File: config.mk
export PLATFORM = sky130hd
export DESIGN_NAME = pc_hazard_ctrl
export DESIGN_NICKNAME = d
export VERILOG_FILES = /design/src/rtl/pc_hazard_ctrl_pkg.sv /design/src/rtl/pc_hazard_ctrl_sat_counter.sv /design/src/rtl/pc_hazard_ctrl.sv
export SDC_FILE = /design/constraint.sdc
export NUM_CORES = 1
export LEC_CHECK = 0
export ABC_AREA = 1
export CAP_MARGIN = 40
export CORE_MARGIN = 10
export CORE_UTILIZATION = 42
export DETAILED_ROUTE_END_ITERATION = 8
export HOLD_SLACK_MARGIN = 0.08
export PLACE_DENSITY = 0.77
export SYNTH_ARGS = -nofsm -noshare
export SYNTH_HDL_FRONTEND = slang
export SYNTH_SLANG_ARGS = --single-unit
File: constraint.sdc
create_clock -name clk -period 1.6 [get_ports clk]
set_input_delay 0.32 -clock clk [delete_from_list [all_inputs] [get_ports clk]]
set_output_delay 0.32 -clock clk [all_outputs]
set_load 0.02 [all_outputs]
File: src/rtl/pc_hazard_ctrl_pkg.sv
// Shared encodings for the PC / pipeline hazard controller: FSM states,
// PC source selects, the stall enable level and the default trap vector.
package pc_hazard_ctrl_pkg;

  typedef enum logic [1:0] {
    ST_RUN      = 2'd0,
    ST_LU_STALL = 2'd1,
    ST_FLUSH    = 2'd2
  } state_t;

  localparam logic PC_SRC_SEQ = 1'b0;
  localparam logic PC_SRC_BJ  = 1'b1;
  localparam logic STALL_EN   = 1'b1;

  localparam logic [31:0] TRAP_VECTOR_DEF = 32'h0000_0100;

endpackage

File: src/rtl/pc_hazard_ctrl_sat_counter.sv
// Saturating event counter: clear wins over inc, holds at all-ones instead of wrapping.
module sat_counter #(
  parameter int W = 32
) (
  input  logic         clk,
  input  logic         i_inc,
  input  logic         i_clear,
  output logic [W-1:0] o_cnt
);

  localparam logic [W-1:0] ONE = {{(W-1){1'b0}}, 1'b1};

  logic [W-1:0] r_cnt;

  always_ff @(posedge clk) begin
    if (i_clear) begin
      r_cnt <= '0;
    end else if (i_inc && (r_cnt != {W{1'b1}})) begin
      r_cnt <= r_cnt + ONE;
    end
  end

  assign o_cnt = r_cnt;

endmodule

File: src/rtl/pc_hazard_ctrl.sv
// Drives PC source/stall and IF/ID, ID/EX control from load-use, branch and trap events.
// Outputs are Mealy (same cycle); a small FSM sequences the post-redirect flush window.
module pc_hazard_ctrl
  import pc_hazard_ctrl_pkg::*;
#(
  parameter int                    PC_WIDTH     = 32,
  parameter int                    REG_ADDR_W   = 5,
  parameter int                    FLUSH_CYCLES = 2,
  parameter logic [PC_WIDTH-1:0]   TRAP_VECTOR  = PC_WIDTH'(TRAP_VECTOR_DEF),
  parameter int                    CNT_W        = 32
) (
  input  logic                  clk,
  input  logic                  rst,
  input  logic [REG_ADDR_W-1:0] id_rs1,
  input  logic [REG_ADDR_W-1:0] id_rs2,
  input  logic                  id_use_rs1,
  input  logic                  id_use_rs2,
  input  logic                  ex_is_load,
  input  logic [REG_ADDR_W-1:0] ex_rd,
  input  logic                  ex_bj_taken,
  input  logic [PC_WIDTH-1:0]   ex_target_pc,
  input  logic                  trap_req,
  output logic                  pc_src,
  output logic [PC_WIDTH-1:0]   target_pc,
  output logic                  pc_stall,
  output logic                  if_id_hold,
  output logic                  if_id_flush,
  output logic                  id_ex_bubble,
  output logic                  busy,
  output logic [CNT_W-1:0]      stall_cnt,
  output logic [CNT_W-1:0]      flush_cnt
);

  localparam logic [2:0] FLUSH_LOAD = 3'(FLUSH_CYCLES - 1);

  state_t     r_state;
  logic [2:0] r_fcnt;

  logic w_lu;
  logic w_redirect;
  logic w_stall_inc;
  logic w_flush_inc;

  assign w_lu = ex_is_load && (ex_rd != '0) &&
                ((id_use_rs1 && (id_rs1 == ex_rd)) || (id_use_rs2 && (id_rs2 == ex_rd)));
  assign w_redirect = trap_req || ex_bj_taken;

  // A redirect suppresses the stall: the PC gives stall priority over pc_src.
  always_comb begin
    pc_src       = PC_SRC_SEQ;
    target_pc    = '0;
    pc_stall     = 1'b0;
    if_id_hold   = 1'b0;
    if_id_flush  = 1'b0;
    id_ex_bubble = 1'b0;
    busy         = 1'b0;
    if (!rst) begin
      if (trap_req) begin
        pc_src       = PC_SRC_BJ;
        target_pc    = TRAP_VECTOR;
        if_id_flush  = 1'b1;
        id_ex_bubble = 1'b1;
      end else if (ex_bj_taken) begin
        pc_src       = PC_SRC_BJ;
        target_pc    = ex_target_pc;
        if_id_flush  = 1'b1;
        id_ex_bubble = 1'b1;
      end else if ((r_state == ST_RUN) && w_lu) begin
        pc_stall     = STALL_EN;
        if_id_hold   = 1'b1;
        id_ex_bubble = 1'b1;
      end
      if (r_state == ST_FLUSH) begin
        if_id_flush = 1'b1;
      end
      busy = (r_state != ST_RUN);
    end
  end

  // r_fcnt counts the FLUSH cycles still to run, so the redirect cycle plus
  // the FLUSH state together flush IF/ID for FLUSH_CYCLES cycles.
  always_ff @(posedge clk) begin
    if (rst) begin
      r_state <= ST_RUN;
      r_fcnt  <= 3'd0;
    end else if (w_redirect) begin
      if (FLUSH_CYCLES == 1) begin
        r_state <= ST_RUN;
        r_fcnt  <= 3'd0;
      end else begin
        r_state <= ST_FLUSH;
        r_fcnt  <= FLUSH_LOAD;
      end
    end else begin
      case (r_state)
        ST_RUN: begin
          if (w_lu) r_state <= ST_LU_STALL;
        end
        ST_LU_STALL: begin
          r_state <= ST_RUN;
        end
        ST_FLUSH: begin
          r_fcnt <= r_fcnt - 3'd1;
          if (r_fcnt <= 3'd1) r_state <= ST_RUN;
        end
        default: begin
          r_state <= ST_RUN;
          r_fcnt  <= 3'd0;
        end
      endcase
    end
  end

  assign w_stall_inc = (r_state == ST_RUN) && w_lu && !w_redirect;
  assign w_flush_inc = w_redirect;

  sat_counter #(.W(CNT_W)) u_stall_cnt (
    .clk     (clk),
    .i_inc   (w_stall_inc),
    .i_clear (rst),
    .o_cnt   (stall_cnt)
  );

  sat_counter #(.W(CNT_W)) u_flush_cnt (
    .clk     (clk),
    .i_inc   (w_flush_inc),
    .i_clear (rst),
    .o_cnt   (flush_cnt)
  );

endmodule
==> reports/qor.csv <==
metric,value,unit
die_y,126.6,µm
antenna_left,0,
avgRoutedWirePerCell,16.29,µm
power,4.432,mW
grt_pass1_vias,6101,
final_nets,1172,
ctsHoldBuffers,0,
grt_max_degree,26,
drc,0,
whs_path_depth,2,
synth_area,4770,µm²
synth.distinct_cells,37,
preCtsSetupSlack,-1.019,ns
ys.flop_type,dfxtp_1,
grt_pass1_wl,29.55,mm
drive_above_1_share,40.00,%
cellPowerDensity,523.0,nW/µm²
port_buffers,155,
max-vdd-ir-drop,0.4891,mV
violations,setup timing,
start_util,43.43,%
cts_tree,built,
cts.clk_slew.worst_paths,0.06,ns
grtUsageTotal,21.85,%
cts_buffers,9,
arrival,2.02,ns
ios,156,
clk_latency,0.35,ns
r2r_setup_slack,-0.16,ns
hold_viol_final,0,
leakage,4.018,nW
worst-slew-pin-transition,0.4787,ns
endpoint_kind,flip-flop,
num-fill-cells,761,
postLayoutCoreUtil,77.15,%
htreeDepth,3,
syn2layout_area_growth,77.65,%
die_x,126.6,µm
outcome,"complete, but fails checks",
num_antenna_cells,0,
maxSlewViolCount,0,
synth_seq_cells,69,
whs,0.4918,ns
skew,0.009294,ns
core_region_area,10980,µm²
clock-root-buffer,clkbuf_16,
drtPass1Iterations,6,
syn_inst,825,
r2r_cells,11,
overflow,0,
fmax,569.0,MHz
rsz0062_at_grt,true,
cp_max_fo,7,
critPathKind,reg2reg,
synth-seq-area-share,28.96,%
dieArea,16020,µm²
clockBufferDepth,2,
hpwl,13.44,mm
relSlewSlack,67.84,%
grt_antenna_before_repair,0,
setup_ws,-0.1575,ns
vias,6558,
design_area,8473,µm²
rows,38,
cts.sinks,69,
wl,20.52,mm
drt_iter0_markers,627,
synth_edf_count,0,
yosys_warnings,0,
gp_congestion,0.9320,
placed_area,7451,µm²
finalSetupViolCount,57,
syn_nets,882,
cp-start-kind,flip-flop,
worstPathRequired,1.87,ns
maxCapViolCount,0,
hp-class,reg2reg,
async_reset_ff_share,0,%
period_share,109.8,%
avgViaCountPerCell,5.205,
finalCriticalPeriod,1.758,ns
postSynthAreaPerCell,5.781,µm²
==> kinds of logic (layout without fill, tap and decap cells) <==
group                    after synthesis  after routing  share of synthesized area, %
AO/OA/AOI/OAI                         47             47                         6.453
XOR/XNOR                              13             13                         2.387
adder cells (fa/ha/maj)                3              3                        0.7871
buffers and inverters                119            414                         10.62
flip-flops                            69             69                         28.96
AND/OR/NAND/NOR                      574            574                         50.79
==> final timing paths <==
check / from / endpoint
max: u_stall_cnt.o_cnt[5] / u_stall_cnt.o_cnt[23]
min: u_flush_cnt.o_cnt[6] / u_flush_cnt.o_cnt[6]
max reg2reg: u_stall_cnt.o_cnt[5] / u_stall_cnt.o_cnt[23]
min reg2reg: u_flush_cnt.o_cnt[6] / u_flush_cnt.o_cnt[6]
==> through the flow <==
stage | instances | TNS [ns]
finish | 1260 | -2.688
global route | 1260 | -7.260
global placement | 1224 | -48.38
CTS | 1251 | -0.3070
floorplan | 825 | 0
detailed placement | 1224 | -51.28
==> cell usage in the layout (no fill, tap or decap), types with 6 or more instances in the layout <==
master and count:
nor2_1 136, nand2_1 230, xor2_1 9, nand3b_1 9, inv_1 86, a21oi_1 12, nor2_2 49, clkbuf_16 11
nor3_1 6, nor3_2 9, nand2_2 33, dlygate4sd2_1 67, nand3_2 17, nor2_4 28, buf_4 135, inv_2 11
buf_12 7, nand3_1 22, buf_6 19, dfxtp_1 34, dfxtp_2 28, nand4_1 9, nand2_4 16, buf_2 24
a21oi_2 21, dfxtp_4 7, clkdlybuf4s50_1 32
==> area by class of cell <==
type	instances	area [µm²]	share of cell area, %
tap	140	175.2	2.067
inverter	99	381.6	4.504
clock inverter	6	61.31	0.7236
timing repair buffer	299	2592	30.60
clock buffer	10	239.0	2.820
sequential	69	1443	17.03
multi-input combinational	637	3581	42.26
==> registers in the layout, summed over array words and instances (netlist names) <==
name / cells
u_flush_cnt.o_cnt: 32
r_state: 2
u_stall_cnt.o_cnt: 32
r_fcnt: 3
==> worst max-delay path, stage by stage (launching register included) <==
cell     delay (ns)
dfxtp_2        0.41
nand2_1        0.09
nor2_2         0.18
nand2_2        0.11
nor2_4         0.14
nand3_4        0.16
buf_6          0.18
nand2_4        0.07
nor2_4         0.04
nand2_1        0.06
nand2_1        0.06
nor2_1         0.17
==> Yosys cell counts (8+ instances only) <==
library cell,n,area (µm²)
nand3b_1,9,67.56
a21oi_2,17,148.9
nand3_1,40,200.2
xor2_1,9,78.83
nor3_1,16,80.08
nor2_1,203,762.0
a21oi_1,17,85.08
o21ai_0,8,40.04
nand2_1,268,1006
dfxtp_1,69,1381
inv_1,95,356.6
nand2_2,10,62.56
nand4_1,9,56.30
==> per-layer routing <==
layer,track usage (%),up-vias,routed length [µm]
met5,0,-,0
met4,7.167,0,731
met3,4.581,81,1370
met2,40.80,322,10780
met1,23.84,3038,7639
li1,-,3117,-
==> power by group <==
part | switching (mW) | total (mW) | internal, mW
clock network | 0.808 | 2.05 | 1.25
registers | 0.0149 | 1.74 | 1.72
logic | 0.324 | 0.640 | 0.317
==> what timing repair did <==
action                                 CTS  global route
resized for setup                      357           180
cloned                                   2             2
buffers inserted                         9             8
pin swaps                               46            81
endpoints found under the hold margin    0             0
setup endpoints to repair              141            98
No activity file was read; power rests on OpenSTA's default activity.
